[config.mk]
export PLATFORM = sky130hd
export DESIGN_NAME = dcache_responder_flat
export DESIGN_NICKNAME = d
export VERILOG_FILES = /design/src/rtl/dcache_responder_if.sv /design/src/rtl/dcache_responder.sv /design/src/flat_wrapper.sv
export SDC_FILE = /design/constraint.sdc
export NUM_CORES = 1
export LEC_CHECK = 0
export BUFFER_PORTS_ARGS = -buffer_cell sky130_fd_sc_hd__buf_2
export CORE_UTILIZATION = 50
export DETAILED_ROUTE_END_ITERATION = 10
export PLACE_DENSITY_LB_ADDON = 0.15
export REMOVE_ABC_BUFFERS = 1
export SYNTH_ARGS = -nofsm -noshare
export SYNTH_HDL_FRONTEND = slang
export SYNTH_SLANG_ARGS = --single-unit
[constraint.sdc]
create_clock -name CLK -period 6.73 [get_ports CLK]
set_input_delay 0.3365 -clock CLK [delete_from_list [all_inputs] [get_ports CLK]]
set_output_delay 0.3365 -clock CLK [all_outputs]
set_load 0.05 [all_outputs]
[src/rtl/dcache_responder_if.sv]
// dcache_responder_if -- bundles the pipeline-side and memory-side buses of
// the data cache responder.
//   pipeline side : dmemREN, dmemWEN, dmemaddr, dmemstore, halt  (to cache)
//                   dhit, dmemload, flushed                       (from cache)
//   memory side   : dREN, dWEN, daddr, dstore                     (from cache)
//                   dwait, dload                                  (to cache)
// modport slave is the cache's view; modport master is the view of whatever
// drives the pipeline requests and models memory.
interface dcache_responder_if;
    logic        dmemREN;
    logic        dmemWEN;
    logic [31:0] dmemaddr;
    logic [31:0] dmemstore;
    logic        halt;
    logic        dhit;
    logic [31:0] dmemload;
    logic        flushed;
    logic        dREN;
    logic        dWEN;
    logic [31:0] daddr;
    logic [31:0] dstore;
    logic        dwait;
    logic [31:0] dload;

    modport slave (
        input  dmemREN, dmemWEN, dmemaddr, dmemstore, halt, dwait, dload,
        output dhit, dmemload, flushed, dREN, dWEN, daddr, dstore
    );

    modport master (
        output dmemREN, dmemWEN, dmemaddr, dmemstore, halt, dwait, dload,
        input  dhit, dmemload, flushed, dREN, dWEN, daddr, dstore
    );
endinterface

[src/rtl/dcache_responder.sv]
// dcache_responder -- direct-mapped, write-back, write-allocate data cache
// with one 32-bit word per frame and a halt-triggered writeback flush.
//   CLK   : system clock, rising edge
//   nRST  : asynchronous active-low reset
//   bus   : dcache_responder_if.slave (pipeline request/response + memory port)
// A hit completes combinationally in IDLE. A miss goes IDLE->(WB)->ALLOC->IDLE
// and then hits on the following cycle. On halt every dirty frame is written
// back in index order, after which the block parks in HALTED with flushed=1.
module dcache_responder #(
    parameter int SETS = 16
) (
    input  logic                  CLK,
    input  logic                  nRST,
    dcache_responder_if.slave     bus
);
    localparam int IDXW = $clog2(SETS);
    localparam int TAGW = 30 - IDXW;

    localparam logic [2:0] S_IDLE   = 3'd0;
    localparam logic [2:0] S_WB     = 3'd1;
    localparam logic [2:0] S_ALLOC  = 3'd2;
    localparam logic [2:0] S_FLUSH  = 3'd3;
    localparam logic [2:0] S_HALTED = 3'd4;

    logic [2:0]      state;
    logic [IDXW-1:0] fcnt;
    logic [SETS-1:0] valid;
    logic [SETS-1:0] dirty;
    logic [TAGW-1:0] tags [SETS];
    logic [31:0]     data [SETS];

    logic [IDXW-1:0] idx;
    logic [TAGW-1:0] tag;
    logic            req, hit, wr_hit, fdirty;
    logic            unused_addr_lsb;

    assign idx             = bus.dmemaddr[IDXW+1:2];
    assign tag             = bus.dmemaddr[31:IDXW+2];
    assign unused_addr_lsb = ^bus.dmemaddr[1:0];
    assign req             = bus.dmemREN | bus.dmemWEN;
    assign hit             = valid[idx] && (tags[idx] == tag);
    // REN+WEN together is a write, so only WEN decides the direction.
    assign wr_hit          = (state == S_IDLE) && bus.dmemWEN && hit;
    assign fdirty          = valid[fcnt] && dirty[fcnt];

    always_comb begin
        bus.dhit     = 1'b0;
        bus.dmemload = '0;
        bus.flushed  = 1'b0;
        bus.dREN     = 1'b0;
        bus.dWEN     = 1'b0;
        bus.daddr    = '0;
        bus.dstore   = '0;
        case (state)
            S_IDLE: begin
                if (req && hit) begin
                    bus.dhit = 1'b1;
                    if (!bus.dmemWEN) bus.dmemload = data[idx];
                end
            end
            S_WB: begin
                bus.dWEN   = 1'b1;
                bus.daddr  = {tags[idx], idx, 2'b00};
                bus.dstore = data[idx];
            end
            S_ALLOC: begin
                bus.dREN  = 1'b1;
                bus.daddr = {bus.dmemaddr[31:2], 2'b00};
            end
            S_FLUSH: begin
                if (fdirty) begin
                    bus.dWEN   = 1'b1;
                    bus.daddr  = {tags[fcnt], fcnt, 2'b00};
                    bus.dstore = data[fcnt];
                end
            end
            S_HALTED: bus.flushed = 1'b1;
            default: ;
        endcase
    end

    // Control state: valid/dirty live here so reset clears them at once.
    always_ff @(posedge CLK or negedge nRST) begin
        if (!nRST) begin
            state <= S_IDLE;
            fcnt  <= '0;
            valid <= '0;
            dirty <= '0;
        end else begin
            case (state)
                S_IDLE: begin
                    if (req) begin
                        if (hit) begin
                            if (bus.dmemWEN) dirty[idx] <= 1'b1;
                        end else if (valid[idx] && dirty[idx]) begin
                            state <= S_WB;
                        end else begin
                            state <= S_ALLOC;
                        end
                    end else if (bus.halt) begin
                        state <= S_FLUSH;
                        fcnt  <= '0;
                    end
                end
                // Dirty is left set here; ALLOC overwrites the frame and clears it.
                S_WB: if (!bus.dwait) state <= S_ALLOC;
                S_ALLOC: begin
                    if (!bus.dwait) begin
                        valid[idx] <= 1'b1;
                        dirty[idx] <= 1'b0;
                        state      <= S_IDLE;
                    end
                end
                S_FLUSH: begin
                    if (!fdirty || !bus.dwait) begin
                        if (fdirty) dirty[fcnt] <= 1'b0;
                        if (fcnt == '1) state <= S_HALTED;
                        else            fcnt  <= fcnt + 1'b1;
                    end
                end
                S_HALTED: ;
                default: state <= S_IDLE;
            endcase
        end
    end

    // Frame payload has no reset. Reset forces IDLE with all frames invalid,
    // so neither update below can fire while nRST is low.
    always_ff @(posedge CLK) begin
        if (state == S_ALLOC && !bus.dwait) begin
            data[idx] <= bus.dload;
            tags[idx] <= tag;
        end else if (wr_hit) begin
            data[idx] <= bus.dmemstore;
        end
    end
endmodule
[src/flat_wrapper.sv]
// flat-port wrapper written by rule: the top's interface ports become plain ports
module dcache_responder_flat 
#(
    parameter int SETS = 16
)
  (CLK, nRST, bus_dmemREN, bus_dmemWEN, bus_dmemaddr, bus_dmemstore, bus_halt, bus_dwait, bus_dload, bus_dhit, bus_dmemload, bus_flushed, bus_dREN, bus_dWEN, bus_daddr, bus_dstore);
  dcache_responder_if bus_i ();
  input  logic CLK;
  input  logic nRST;
  input wire logic [$bits(bus_i.dmemREN)-1:0] bus_dmemREN;
  input wire logic [$bits(bus_i.dmemWEN)-1:0] bus_dmemWEN;
  input wire logic [$bits(bus_i.dmemaddr)-1:0] bus_dmemaddr;
  input wire logic [$bits(bus_i.dmemstore)-1:0] bus_dmemstore;
  input wire logic [$bits(bus_i.halt)-1:0] bus_halt;
  input wire logic [$bits(bus_i.dwait)-1:0] bus_dwait;
  input wire logic [$bits(bus_i.dload)-1:0] bus_dload;
  output wire logic [$bits(bus_i.dhit)-1:0] bus_dhit;
  output wire logic [$bits(bus_i.dmemload)-1:0] bus_dmemload;
  output wire logic [$bits(bus_i.flushed)-1:0] bus_flushed;
  output wire logic [$bits(bus_i.dREN)-1:0] bus_dREN;
  output wire logic [$bits(bus_i.dWEN)-1:0] bus_dWEN;
  output wire logic [$bits(bus_i.daddr)-1:0] bus_daddr;
  output wire logic [$bits(bus_i.dstore)-1:0] bus_dstore;
  assign bus_i.dmemREN = bus_dmemREN;
  assign bus_i.dmemWEN = bus_dmemWEN;
  assign bus_i.dmemaddr = bus_dmemaddr;
  assign bus_i.dmemstore = bus_dmemstore;
  assign bus_i.halt = bus_halt;
  assign bus_i.dwait = bus_dwait;
  assign bus_i.dload = bus_dload;
  assign bus_dhit = bus_i.dhit;
  assign bus_dmemload = bus_i.dmemload;
  assign bus_flushed = bus_i.flushed;
  assign bus_dREN = bus_i.dREN;
  assign bus_dWEN = bus_i.dWEN;
  assign bus_daddr = bus_i.daddr;
  assign bus_dstore = bus_i.dstore;
  dcache_responder #(.SETS(SETS)) u_core (.CLK(CLK), .nRST(nRST), .bus(bus_i));
endmodule
==> results_dict.tcl <==
set metrics [dict create \
    status "complete, no violations" \
    yosysWarnings 0 \
    dp.cells 3839 \
    hp-class "in -> reg" \
    drc 0 \
    fin_nets 2797 \
    maxSlewViolCount 0 \
    grt_pass1_wl_mm 195 \
    p_int_mw 11.9 \
    synthDominantCellAreaShare_pct 58.8 \
    wl_met3_mm 9.82 \
    switching_share_pct 30.0 \
    die_y_um 310 \
    worst_ir_drop_vdd_uv 307 \
    avgViaCountPerCell 6.82 \
    place_ws_ps 1290 \
    worst_slack_ps 1060 \
    cts_max_level 3 \
    async_flop_share_pct 4.03 \
    drt-initial-drc-count 3341 \
    portBuffers 197 \
    startpoint_type "register" \
    power_frac_clock_pct 32.6 \
    cts_resized 0 \
    post_cts.repair.setup_buffers 0 \
    synth-main-ff-cell "edfxtp_1" \
    syn2layout_area_growth_pct 12.6 \
    place_area_mm2 0.0501 \
    final.min_clock_period_ps 5670 \
    relSlewSlack_pct 25.5 \
    clk_latency_ps 690 \
    design.portCount 202 \
    core_area_mm2 0.0936 \
    synth_edf_count 928 \
    start_util_pct 50.6 \
    ctsLongestPathBuffers 3 \
    finalSetupViolCount 0 \
    first_global_vias 28500 \
    cts.sinks 967 \
    path_class "reg -> out" \
    cts_root_buf "clkbuf_16" \
    top_layer "met5" \
    routed_wl_mm 135 \
    via_count 27500 \
    utilization_pct 57.0 \
    clkTransAtPathRegs_ps 60 \
    hold-worst-slack_ps 61.0 \
    antenna_found_initial 8 \
    worstSetupEndpointType "output pin" \
    synth_cell_types 83 \
    path_max_fanout 36 \
    cp.required_ps 6390 \
    rsz0062_at_grt "false" \
    dr_wl_met2_mm 68.6 \
    arrival_ps 5330 \
    dieArea_mm2 0.0960 \
    rows 112 \
    drtAntennaViolNets 0 \
    dr.pass1.iters 7 \
    synthesis.area_mm2 0.0474 \
    yosys.area.top_type "edfxtp_1" \
    seq_area_frac_synth_pct 60.9 \
    period_share_pct 84.2 \
    dp_hpwl_mm 76.9 \
    p_leak_nw 17.2 \
    p_switching_mw 5.09 \
    ys_seq_elements 967 \
    synthTopCellsByCount "928 x edfxtp_1, 515 x mux4_2, 103 x clkbuf_1" \
    overflow 0 \
    clock-skew-final_ps 28.6 \
    gp_congestion 0.865 \
    post_drt_wl_per_cell_um 33.4 \
    synth_area_leaders "edfxtp_1 59%, mux4_2 24%, dfrtp_1 2.1%" \
    wl_met1_mm 51.2 \
    fmax_mhz 176 \
    hold_viol 0 \
    die_w_um 310 \
    fin_area_mm2 0.0533 \
    power_frac_seq_pct 41.2 \
    comb_power_share_pct 26.2 \
    cts_tree "done" \
    grt_use_total_pct 28.5 \
    fin_cells 4032 \
    fill_cells 7154 \
    worst_pin_slew_ps 1110 \
    drive_gt1_share_pct 39.4 \
    cts_made_buffers 103 \
    powerDensity_mw_per_mm2 318 \
    syn_inst 2499 \
    synth.most_common_cell "edfxtp_1" \
    cap_violations 0 \
    syn_area_per_cell_um2 19.0 \
    grt_max_degree 111 \
]
[critical path, stage by stage (launching register included)]
cell       delay, ps
dfrtp_1          680
inv_6            610
mux4_2           570
a2111oi_0        810
a31oi_1          240
nor2_4           650
buf_12           370
a221o_1          340
buf_2            310
[stage by stage]
step,setup TNS [ps],power [mW]
final,0,16.9
after global routing,0,17.5
after CTS,0,17.0
after detailed placement,0,11.6
after global placement,0,11.5
after floorplan,-890680,10.5
[cells in the final DEF, fill, tap and decap left out, types with 21 or more instances in the layout]
master,instances
edfxtp_1,928
mux4_2,515
buf_2,194
clkbuf_16,106
nand2_1,96
mux2_2,75
buf_4,69
o21ai_0,60
mux2i_1,59
nor2_1,39
and2_1,38
a22o_1,37
dfrtp_1,36
nor2_4,34
nand3_1,33
a22oi_1,29
inv_1,25
clkinv_1,25
clkbuf_1,23
or2_2,22
o22ai_1,21
[logic make-up after synthesis]
family / synth area share, %
buffers and inverters: 2.33
other: 0.00792
multiplexers: 28.4
AND/OR/NAND/NOR: 3.65
XOR/XNOR: 0.370
flip-flops: 60.9
adder cells (fa/ha/maj): 0.106
AO/OA/AOI/OAI: 4.28
[state kept, by name, indices dropped and copies added, names as in the netlist]
signal        flops
u_core.fcnt       4
u_core.valid     16
u_core.state      3
u_core.data     512
u_core.tags     416
u_core.dirty     16
[power by group through the flow]
stage	clock [mW]	sequential [mW]	combinational (mW)
floorplan	0	7.31	3.18
global placement	0	7.09	4.43
detailed placement	0	7.10	4.46
CTS	5.58	6.98	4.48
global route	5.80	7.00	4.68
finish	5.52	6.98	4.44
[repair_timing]
action,in CTS,in global routing
endpoints found under the setup margin,0,0
hold buffers,1,0
endpoints found under the hold margin,39,0
[path summary, 6_finish.rpt]
path	startpoint	endpoint	slack, ps	cells past startpoint
setup / recovery	u_core.fcnt[3]	bus_daddr[22]	1060	8
hold / removal	bus_dmemaddr[23]	u_core.tags[9][17]	60	1
setup reg to reg	u_core.fcnt[3]	u_core.fcnt[0]	1940	9
hold reg to reg	u_core.valid[15]	u_core.valid[15]	500	1
max in group asynchronous	nRST	u_core.fcnt[2]	5610	2
min in group asynchronous	nRST	u_core.valid[12]	400	2
[routing by layer]
metal	global-route usage [%]	vias up
li1	-	11100
met2	48.4	1385
met4	10.2	4
met5	0	-
met1	37.5	14700
met3	4.65	281
[cell type report]
| type | instances | area [um2] | share of cell area, % |
|---|---|---|---|
| multi-input cells | 1308 | 17700 | 33.2 |
| flip-flops and latches | 967 | 28900 | 54.1 |
| well taps | 1254 | 1570 | 2.94 |
| clock buffers | 136 | 2840 | 5.32 |
| diodes | 3 | 7.51 | 0.0141 |
| repair buffers | 281 | 1830 | 3.43 |
| inverters | 30 | 120 | 0.225 |
| clock inverters | 53 | 413 | 0.774 |
No activity file was read; power rests on OpenSTA's default activity.
